==> src/rtl/lsu_dmem_port.sv <==
// Load/store initiator between the execute stage and byte-addressed data memory.
// Decodes RV32 width/sign, positions store lanes, splits word-crossing accesses.
module lsu_dmem_port #(
   parameter int unsigned ALIGN_SPLIT = 1
) (
   input  logic        clk,
   input  logic        rst_n,
   input  logic        req_valid,
   output logic        req_ready,
   input  logic        req_store,
   input  logic [2:0]  req_funct3,
   input  logic [31:0] req_addr,
   input  logic [31:0] req_wdata,
   output logic        resp_valid,
   input  logic        resp_ready,
   output logic [31:0] resp_rdata,
   output logic        resp_err,
   output logic [31:0] daddr,
   output logic [31:0] dwdata,
   output logic [3:0]  we,
   input  logic [31:0] drdata
);

   typedef enum logic [1:0] {StIdle, StAcc0, StAcc1, StResp} state_e;

   state_e      state_q, state_d;
   logic        store_q, store_d;
   logic [2:0]  funct3_q, funct3_d;
   logic [31:0] addr_q, addr_d;
   logic [31:0] wdata_q, wdata_d;
   logic [31:0] lo_q, lo_d;
   logic [31:0] hi_q, hi_d;
   logic [31:0] daddr_q, daddr_d;
   logic [31:0] dwdata_q, dwdata_d;
   logic [3:0]  we_q, we_d;
   logic [31:0] rdata_q, rdata_d;
   logic        err_q, err_d;

   logic [7:0]  m_req, m_cur;
   logic [63:0] s_req, s_cur;
   logic        cross_req, cross_cur;

   // Byte mask over two consecutive words, shifted to the access offset.
   function automatic logic [7:0] lane_mask(input logic [2:0] f3, input logic [1:0] off);
      logic [7:0] m;
      case (f3[1:0])
         2'b00:   m = 8'h01;
         2'b01:   m = 8'h03;
         default: m = 8'h0F;
      endcase
      return m << off;
   endfunction

   function automatic logic [63:0] lane_data(input logic [31:0] wd, input logic [1:0] off);
      return {32'b0, wd} << {off, 3'b000};
   endfunction

   function automatic logic legal_op(input logic st, input logic [2:0] f3);
      case (f3)
         3'b000, 3'b001, 3'b010: return 1'b1;
         3'b100, 3'b101:         return !st;
         default:                return 1'b0;
      endcase
   endfunction

   function automatic logic [31:0] extend(input logic [2:0] f3, input logic [1:0] off,
                                          input logic [31:0] hi, input logic [31:0] lo);
      logic [63:0] t;
      t = {hi, lo} >> {off, 3'b000};
      case (f3)
         3'b000:  return {{24{t[7]}}, t[7:0]};
         3'b001:  return {{16{t[15]}}, t[15:0]};
         3'b100:  return {24'b0, t[7:0]};
         3'b101:  return {16'b0, t[15:0]};
         default: return t[31:0];
      endcase
   endfunction

   assign m_req     = lane_mask(req_funct3, req_addr[1:0]);
   assign s_req     = lane_data(req_wdata, req_addr[1:0]);
   assign cross_req = |m_req[7:4];
   assign m_cur     = lane_mask(funct3_q, addr_q[1:0]);
   assign s_cur     = lane_data(wdata_q, addr_q[1:0]);
   assign cross_cur = |m_cur[7:4];

   always_comb begin
      state_d  = state_q;
      store_d  = store_q;
      funct3_d = funct3_q;
      addr_d   = addr_q;
      wdata_d  = wdata_q;
      lo_d     = lo_q;
      hi_d     = hi_q;
      daddr_d  = daddr_q;
      dwdata_d = dwdata_q;
      we_d     = 4'b0;
      rdata_d  = rdata_q;
      err_d    = err_q;
      case (state_q)
         StIdle: begin
            if (req_valid) begin
               store_d  = req_store;
               funct3_d = req_funct3;
               addr_d   = req_addr;
               wdata_d  = req_wdata;
               if (!legal_op(req_store, req_funct3) || (cross_req && (ALIGN_SPLIT == 0))) begin
                  state_d = StResp;
                  err_d   = 1'b1;
                  rdata_d = 32'b0;
               end else begin
                  state_d  = StAcc0;
                  daddr_d  = {req_addr[31:2], 2'b00};
                  dwdata_d = s_req[31:0];
                  we_d     = req_store ? m_req[3:0] : 4'b0;
               end
            end
         end
         StAcc0: begin
            lo_d = drdata;
            if (cross_cur) begin
               state_d  = StAcc1;
               daddr_d  = {addr_q[31:2], 2'b00} + 32'd4;
               dwdata_d = s_cur[63:32];
               we_d     = store_q ? m_cur[7:4] : 4'b0;
            end else begin
               state_d = StResp;
               err_d   = 1'b0;
               rdata_d = store_q ? 32'b0 : extend(funct3_q, addr_q[1:0], hi_q, drdata);
            end
         end
         StAcc1: begin
            hi_d    = drdata;
            state_d = StResp;
            err_d   = 1'b0;
            rdata_d = store_q ? 32'b0 : extend(funct3_q, addr_q[1:0], drdata, lo_q);
         end
         StResp: begin
            if (resp_ready) state_d = StIdle;
         end
         default: state_d = StIdle;
      endcase
   end

   always_ff @(posedge clk or negedge rst_n) begin
      if (!rst_n) begin
         state_q  <= StIdle;
         store_q  <= 1'b0;
         funct3_q <= 3'b0;
         addr_q   <= 32'b0;
         wdata_q  <= 32'b0;
         lo_q     <= 32'b0;
         hi_q     <= 32'b0;
         daddr_q  <= 32'b0;
         dwdata_q <= 32'b0;
         we_q     <= 4'b0;
         rdata_q  <= 32'b0;
         err_q    <= 1'b0;
      end else begin
         state_q  <= state_d;
         store_q  <= store_d;
         funct3_q <= funct3_d;
         addr_q   <= addr_d;
         wdata_q  <= wdata_d;
         lo_q     <= lo_d;
         hi_q     <= hi_d;
         daddr_q  <= daddr_d;
         dwdata_q <= dwdata_d;
         we_q     <= we_d;
         rdata_q  <= rdata_d;
         err_q    <= err_d;
      end
   end

   assign req_ready  = (state_q == StIdle);
   assign resp_valid = (state_q == StResp);
   assign resp_rdata = rdata_q;
   assign resp_err   = err_q;
   assign daddr      = daddr_q;
   assign dwdata     = dwdata_q;
   assign we         = we_q;

endmodule

==> config.mk <==
export PLATFORM = sky130hd
export DESIGN_NAME = lsu_dmem_port
export DESIGN_NICKNAME = d
export VERILOG_FILES = /design/src/rtl/lsu_dmem_port.sv
export SDC_FILE = /design/constraint.sdc
export NUM_CORES = 1
export LEC_CHECK = 0
export ABC_CLOCK_PERIOD_IN_PS = 2500
export CAP_MARGIN = 25
export CORE_MARGIN = 2
export CORE_UTILIZATION = 45
export CTS_BUF_LIST = sky130_fd_sc_hd__clkbuf_8
export DETAILED_ROUTE_END_ITERATION = 8
export PLACE_DENSITY = 0.69
export SYNTH_ARGS = -nofsm -noshare
export SYNTH_HDL_FRONTEND = slang
export SYNTH_SLANG_ARGS = --single-unit
export TNS_END_PERCENT = 20
==> constraint.sdc <==
create_clock -name clk -period 2.5 [get_ports clk]
set_input_delay 0.375 -clock clk [delete_from_list [all_inputs] [get_ports clk]]
set_output_delay 0.375 -clock clk [all_outputs]
set_load 0.005 [all_outputs]
### After elaboration in Yosys (flattened, before gate mapping)

Cells that the tools add are included.

| cells by class | value |
|---|---|
| add/sub/neg operators | 1 |
| shift-type cells | 6 |
| eq/ne operators | 18 |
| multiplexer cells | 36 |
| reductions and logical operators | 15 |

Operators by type and width:

| cell | number |
|---|---|
| 2-to-1 mux 32 bit | 11 |
| one-hot mux 32 bit (4 select lines) | 2 |
| one-hot mux 32 bit (2 select lines) | 2 |
| right shift 64 x 5 -> 32 bit | 2 |
| one-hot mux 32 bit (3 select lines) | 1 |
| << shifter 32 x 5 -> 64 bit | 1 |
| adder 32 x 3 -> 32 bit, second input constant | 1 |
| << shifter 32 x 5 -> 32 bit | 1 |
| one-hot mux 4 bit (2 select lines) | 3 |
| 2-to-1 mux 4 bit | 5 |
| == test 3 bit, second input constant | 4 |
| != test 2 bit, second input constant | 4 |
| one-hot mux 2 bit (4 select lines) | 1 |
| AND reduction 4 bit | 2 |
| << shifter 8 x 2 -> 4 bit | 1 |
| << shifter 8 x 2 -> 8 bit | 1 |
| == test 2 x 1 -> 1 bit, second input constant | 3 |
| == test 3 x 1 -> 1 bit, second input constant | 2 |
| logical NOT 2 bit | 3 |
| logical NOT 3 bit | 2 |
| 2-to-1 mux 1 bit | 6 |
| 2-to-1 mux 2 bit | 3 |
| == test 2 bit, second input constant | 2 |
| != test 2 x 1 -> 1 bit, second input constant | 2 |
| 10 further kinds | 11 |

| storage, ports and cells | value |
|---|---|
| flip-flop bits (word level) | 235 |
| logic and storage cells | 88 |
| output and inout port bits | 103 |
| bits of input ports | 104 |

### Longest topological paths before layout

| depth | value |
|---|---|
| depth in word-level cells | 8 |
| gate-level depth with buffers | 11 |
| depth with buffers taken out | 7 |

### Worst setup path after synthesis

Ideal clock, no wire load.

| timing | value |
|---|---|
| path type | register -> register |
| start point | reg state_q[0] |
| end point | reg rdata_q[29], in the netlist resp_rdata[29] |
| required time | 2,371 ps |
| period minus slack after synthesis | 2,122 ps |
| data arrival time | 1,993 ps |
| stages on the path, launching flop included | 8 |
| library setup time | 129 ps |
| path buffers | 1 |
| slack | 378 ps |
| cell sequence | dfrtp_1 inv_1 ha_1 nor2b_1 a311oi_4 nand2_1 clkbuf_1 a2111o_1 |

| between the ends | value |
|---|---|
| word-level cells in the longest chain between the ends | 3 |

RTL lines:

| element | line | RTL |
|---|---|---|
| from (decl) | 26 | `state_e state_q, state_d;` |
| from (signal assigned) | 146 | `state_q <= StIdle;` |
| from (signal assigned) | 159 | `state_q <= state_d;` |
| logical NOT 2 bit * | -- |  |
| named net req_ready | 9 | `output logic req_ready,` |
| != test 2 bit (no source line) / nonzero test 3 bit (equally long branches) | -- |  |
| AND reduction 4 bit (no source line) | -- |  |
| to (signal assigned) | 169 | `rdata_q <= rdata_d;` |
| to (decl) | 36 | `logic [31:0] rdata_q, rdata_d;` |

The timed path passes the listed nets; every way through them passes the cells marked *.
A chain may end at the register's enable or synchronous reset.

### Final worst setup path

| timing | value |
|---|---|
| start point | reg state_q[0] |
| end point | reg rdata_q[15], in the netlist resp_rdata[15] |

| between the ends | value |
|---|---|
| word-level cells in the longest chain between the ends | 3 |

RTL lines:

| element | line | RTL |
|---|---|---|
| == test 2 x 1 -> 1 bit, or another cell as far along | 99 | `case (state_q)` |
| != test 2 bit (no source line) / nonzero test 3 bit (equally long branches) | -- |  |
| AND reduction 4 bit (no source line) | -- |  |

Several ways; a longest one is shown, not always the timed one.

==> flow_metrics.env <==
export IMPL_cp_endpoint="resp_rdata[15]$_DFFE_PN0P_"
export IMPL_grt_max_degree=67
export IMPL_routed_wirelength_microns=36000
export IMPL_grt_usage_pct=25.0
export IMPL_die_y_microns=169
export IMPL_critical_path_class="reg2reg"
export IMPL_cts_resized=0
export IMPL_layout_nets=1469
export IMPL_irDropWorstVdd_v=0.000532
export IMPL_cts_sinks=217
export IMPL_cp_start_kind="register"
export IMPL_drive_gt1_share_pct=21.7
export IMPL_cp_required_ns=2.97
export IMPL_p_per_area_nw_per_um2=1310
export IMPL_grt_pass1_wl_microns=56600
export IMPL_cts_tree="built"
export IMPL_syn_instance_count=1138
export IMPL_cp_max_fo=9
export IMPL_gr_total_overflow=0
export IMPL_async_flop_share_pct=100
export IMPL_p_leak_uw=0.00674
export IMPL_slew_headroom_pct=55.8
export IMPL_grt_pass1_vias=10300
export IMPL_fp_dieW_microns=169
export IMPL_rows=60
export IMPL_status="finished clean"
export IMPL_yosys_warnings=0
export IMPL_clock_root_buffer="clkbuf_8"
export IMPL_clock_latency_ns=0.55
export IMPL_antenna_found_initial=2
export IMPL_dpl_cell_area_sq_um=15000
export IMPL_vias=10300
export IMPL_synthDistinctLibCells=63
export IMPL_r2r_end="resp_rdata[15]$_DFFE_PN0P_"
export IMPL_hp_class="in2async"
export IMPL_synth_edf_count=0
export IMPL_fillers=2278
export IMPL_arrival_ns=2.80
export IMPL_crit_path_start="state_q[0]$_DFFE_PN0P_"
export IMPL_avgRoutedWirePerCell_microns=20.9
export IMPL_drtIter0Drc=721
export IMPL_dieArea_sq_um=28700
export IMPL_ys_seq_area_share_pct=44.2
export IMPL_end_kind="register"
export IMPL_regToRegSetupSlack_ns=0.16
export IMPL_r2r_start="state_q[0]$_DFFE_PN0P_"
export IMPL_rsz0062_at_grt="no"
export IMPL_finalCritPeriodShare_pct=93.5
export IMPL_finalWeightedCongestion=0.892
export IMPL_drtPass1Iterations=5
export IMPL_final_area_sq_um=15800
export IMPL_cts_buffers_inserted=40
export IMPL_ff2ff_path_depth=10
export IMPL_setup_viol=0
export IMPL_postRouteAntennaNets=0
export IMPL_hold_viol=0
export IMPL_netlist_area_sq_um=12300
export IMPL_synthToLayoutAreaGrowth_pct=28.5
export IMPL_tightest_slew_ns=0.661
export IMPL_cts_max_path_buffers=3
export IMPL_ys_seq_elements=217
export IMPL_cap_violations=0
export IMPL_skew_ns=0.0203
export IMPL_clk_pin_slew_ns=0.06
export IMPL_htree_levels=2
export IMPL_max_freq_mhz=428
export IMPL_tns_ns=0
export IMPL_numPortBuffers=204
export IMPL_avgSynthCellArea_sq_um=10.8
export IMPL_slew_viol_final=0
export IMPL_start_util_pct=45.8
export IMPL_vias_per_cell=5.97
export IMPL_dp_hpwl_microns=25300
export IMPL_synthFlopType="dfrtp_1"
export IMPL_ioPinCount=207
export IMPL_min_period_ns=2.34
export IMPL_coreArea_sq_um=26900
export IMPL_drc=0
export IMPL_cts_setup_buffers=0
==> metal layers <==
layer | wire length, microns | vias up | part of all wire, % | GRT usage, %
met5 | 14 | - | 0.039 | 0
met4 | 1010 | 2 | 2.8 | 8.51
met3 | 2610 | 74 | 7.2 | 5.41
met2 | 17000 | 395 | 47 | 40.0
met1 | 15400 | 5127 | 43 | 33.8
li1 | - | 4714 | - | -
==> state kept, by name (all words and copies together), names as in the netlist <==
name        flops
resp_err        1
funct3_q        3
we              4
resp_rdata     32
state_q         2
lo_q           32
addr_q         32
hi_q           24
store_q         1
dwdata         32
daddr          30
wdata_q        24
==> cells in the final DEF (no fill, tap or decap), drive strengths merged, types with 3 or more instances in the layout <==
master,n
mux4,19
nor2b,13
clkdlybuf4s50,202
a2111o,16
a21o,14
nor3b,3
o211ai,8
a221oi,24
clkbuf,50
o31ai,4
and2,6
o22ai,15
nand4,14
a2111oi,7
nor3,13
o21a,11
nand3,24
o221ai,9
and3,7
nor2,80
xor2,14
inv,27
dfrtp,217
mux2,146
a21oi,57
nand2,81
mux2i,88
a22o,17
ha,5
xnor2,5
nand2b,6
o21ai,63
a211oi,17
buf,66
nor4,7
==> where the power goes <==
part	leakage, uW	internal [uW]	total, uW	switching, uW
logic	0.00363	5630	10800	5150
registers	0.00266	5210	6620	1410
clock network	0.000448	1790	3290	1500
total	0.00674	12600	20700	8060
==> final cells by class <==
cell class	count	area, sq um	share of cell area, %
multi-input cells	821	6420	40.6
flip-flops and latches	217	5440	34.4
clock buffers	50	688	4.35
inverters	11	41.3	0.261
well taps	341	427	2.70
clock inverters	18	77.6	0.491
diodes	1	2.50	0.0158
repair buffers	269	2710	17.1
==> what timing repair did <==
| item | CTS | global route |
|---|---|---|
| hold buffers | 1 | 0 |
| endpoints found under the hold margin | 61 | 0 |
| setup endpoints to repair | 0 | 16 |
==> worst min path at each step <==
stage	endpoint	slack [ns]	cells after the start
finish	hi_q[18]$_DFFE_PN0N_	0.39	2
global route	hi_q[18]$_DFFE_PN0N_	0.44	2
CTS	resp_rdata[16]$_DFFE_PN0P_	0.40	2
detailed placement	resp_rdata[16]$_DFFE_PN0P_	0.37	1
global placement	resp_rdata[20]$_DFFE_PN0P_	0.37	1
floorplan	addr_q[0]$_DFFE_PN0P_	0.08	0
==> critical path, cell delays in order, from the launching register on <==
cell	delay (ns)
dfrtp_1	0.43
inv_1	0.09
ha_1	0.29
nor2b_1	0.21
a311oi_4	0.36
buf_4	0.20
nand3_4	0.09
buf_4	0.19
nor2_1	0.10
buf_4	0.17
a22o_1	0.13
==> cell usage after synthesis, drive strengths merged (3+ instances only) <==
| cell | number | share of area [%] |
|---|---|---|
| dfrtp | 217 | 44 |
| mux2 | 146 | 13 |
| mux2i | 88 | 7.2 |
| nand2 | 81 | 2.5 |
| nor2 | 80 | 2.4 |
| o21ai | 63 | 2.6 |
| a21oi | 57 | 2.3 |
| buf | 53 | 2.4 |
| clkbuf | 37 | 1.1 |
| a221oi | 24 | 1.7 |
| nand3 | 24 | 1.1 |
| mux4 | 19 | 3.5 |
| a211oi | 17 | 1.0 |
| a22o | 17 | 1.2 |
| a2111o | 16 | 1.5 |
| o22ai | 15 | 0.76 |
| a21o | 14 | 0.85 |
| nand4 | 14 | 0.71 |
| xor2 | 14 | 1.0 |
| nor2b | 13 | 0.66 |
| nor3 | 13 | 0.53 |
| inv | 11 | 0.34 |
| o21a | 11 | 0.67 |
| o221ai | 9 | 0.64 |
| o211ai | 8 | 0.49 |
| a2111oi | 7 | 0.50 |
| and3 | 7 | 0.36 |
| nor4 | 7 | 0.53 |
| and2 | 6 | 0.31 |
| nand2b | 6 | 0.31 |
| ha | 5 | 0.51 |
| xnor2 | 5 | 0.36 |
| o31ai | 4 | 0.36 |
| nor3b | 3 | 0.18 |
==> stage by stage <==
step / std cells / total power, uW / util (%) / hold slack, ns / worst slack (ns)
after floorplan: 1139 / 13200 / - / 0.0794 / 0.378
after global placement: 1658 / 17200 / 55.9 / 0.373 / 0.126
final: 1728 / 20700 / 58.8 / 0.393 / 0.163
after detailed placement: 1658 / 17400 / 55.9 / 0.371 / 0.0933
after global routing: 1728 / 22100 / 58.8 / 0.440 / 0.00966
after CTS: 1727 / 20800 / 58.8 / 0.395 / 0.106
==> kinds of logic after synthesis <==
kind of cell | count (synthesis) | synth area share [%]
mux | 253 | 24.0
buf+inv | 101 | 3.88
simple gates | 261 | 9.98
xor+xnor | 19 | 1.35
other cells | 1 | 0.0305
flops | 217 | 44.2
compound gates | 281 | 16.1
fa+ha+maj | 5 | 0.509
No activity file was read; power rests on OpenSTA's default activity.
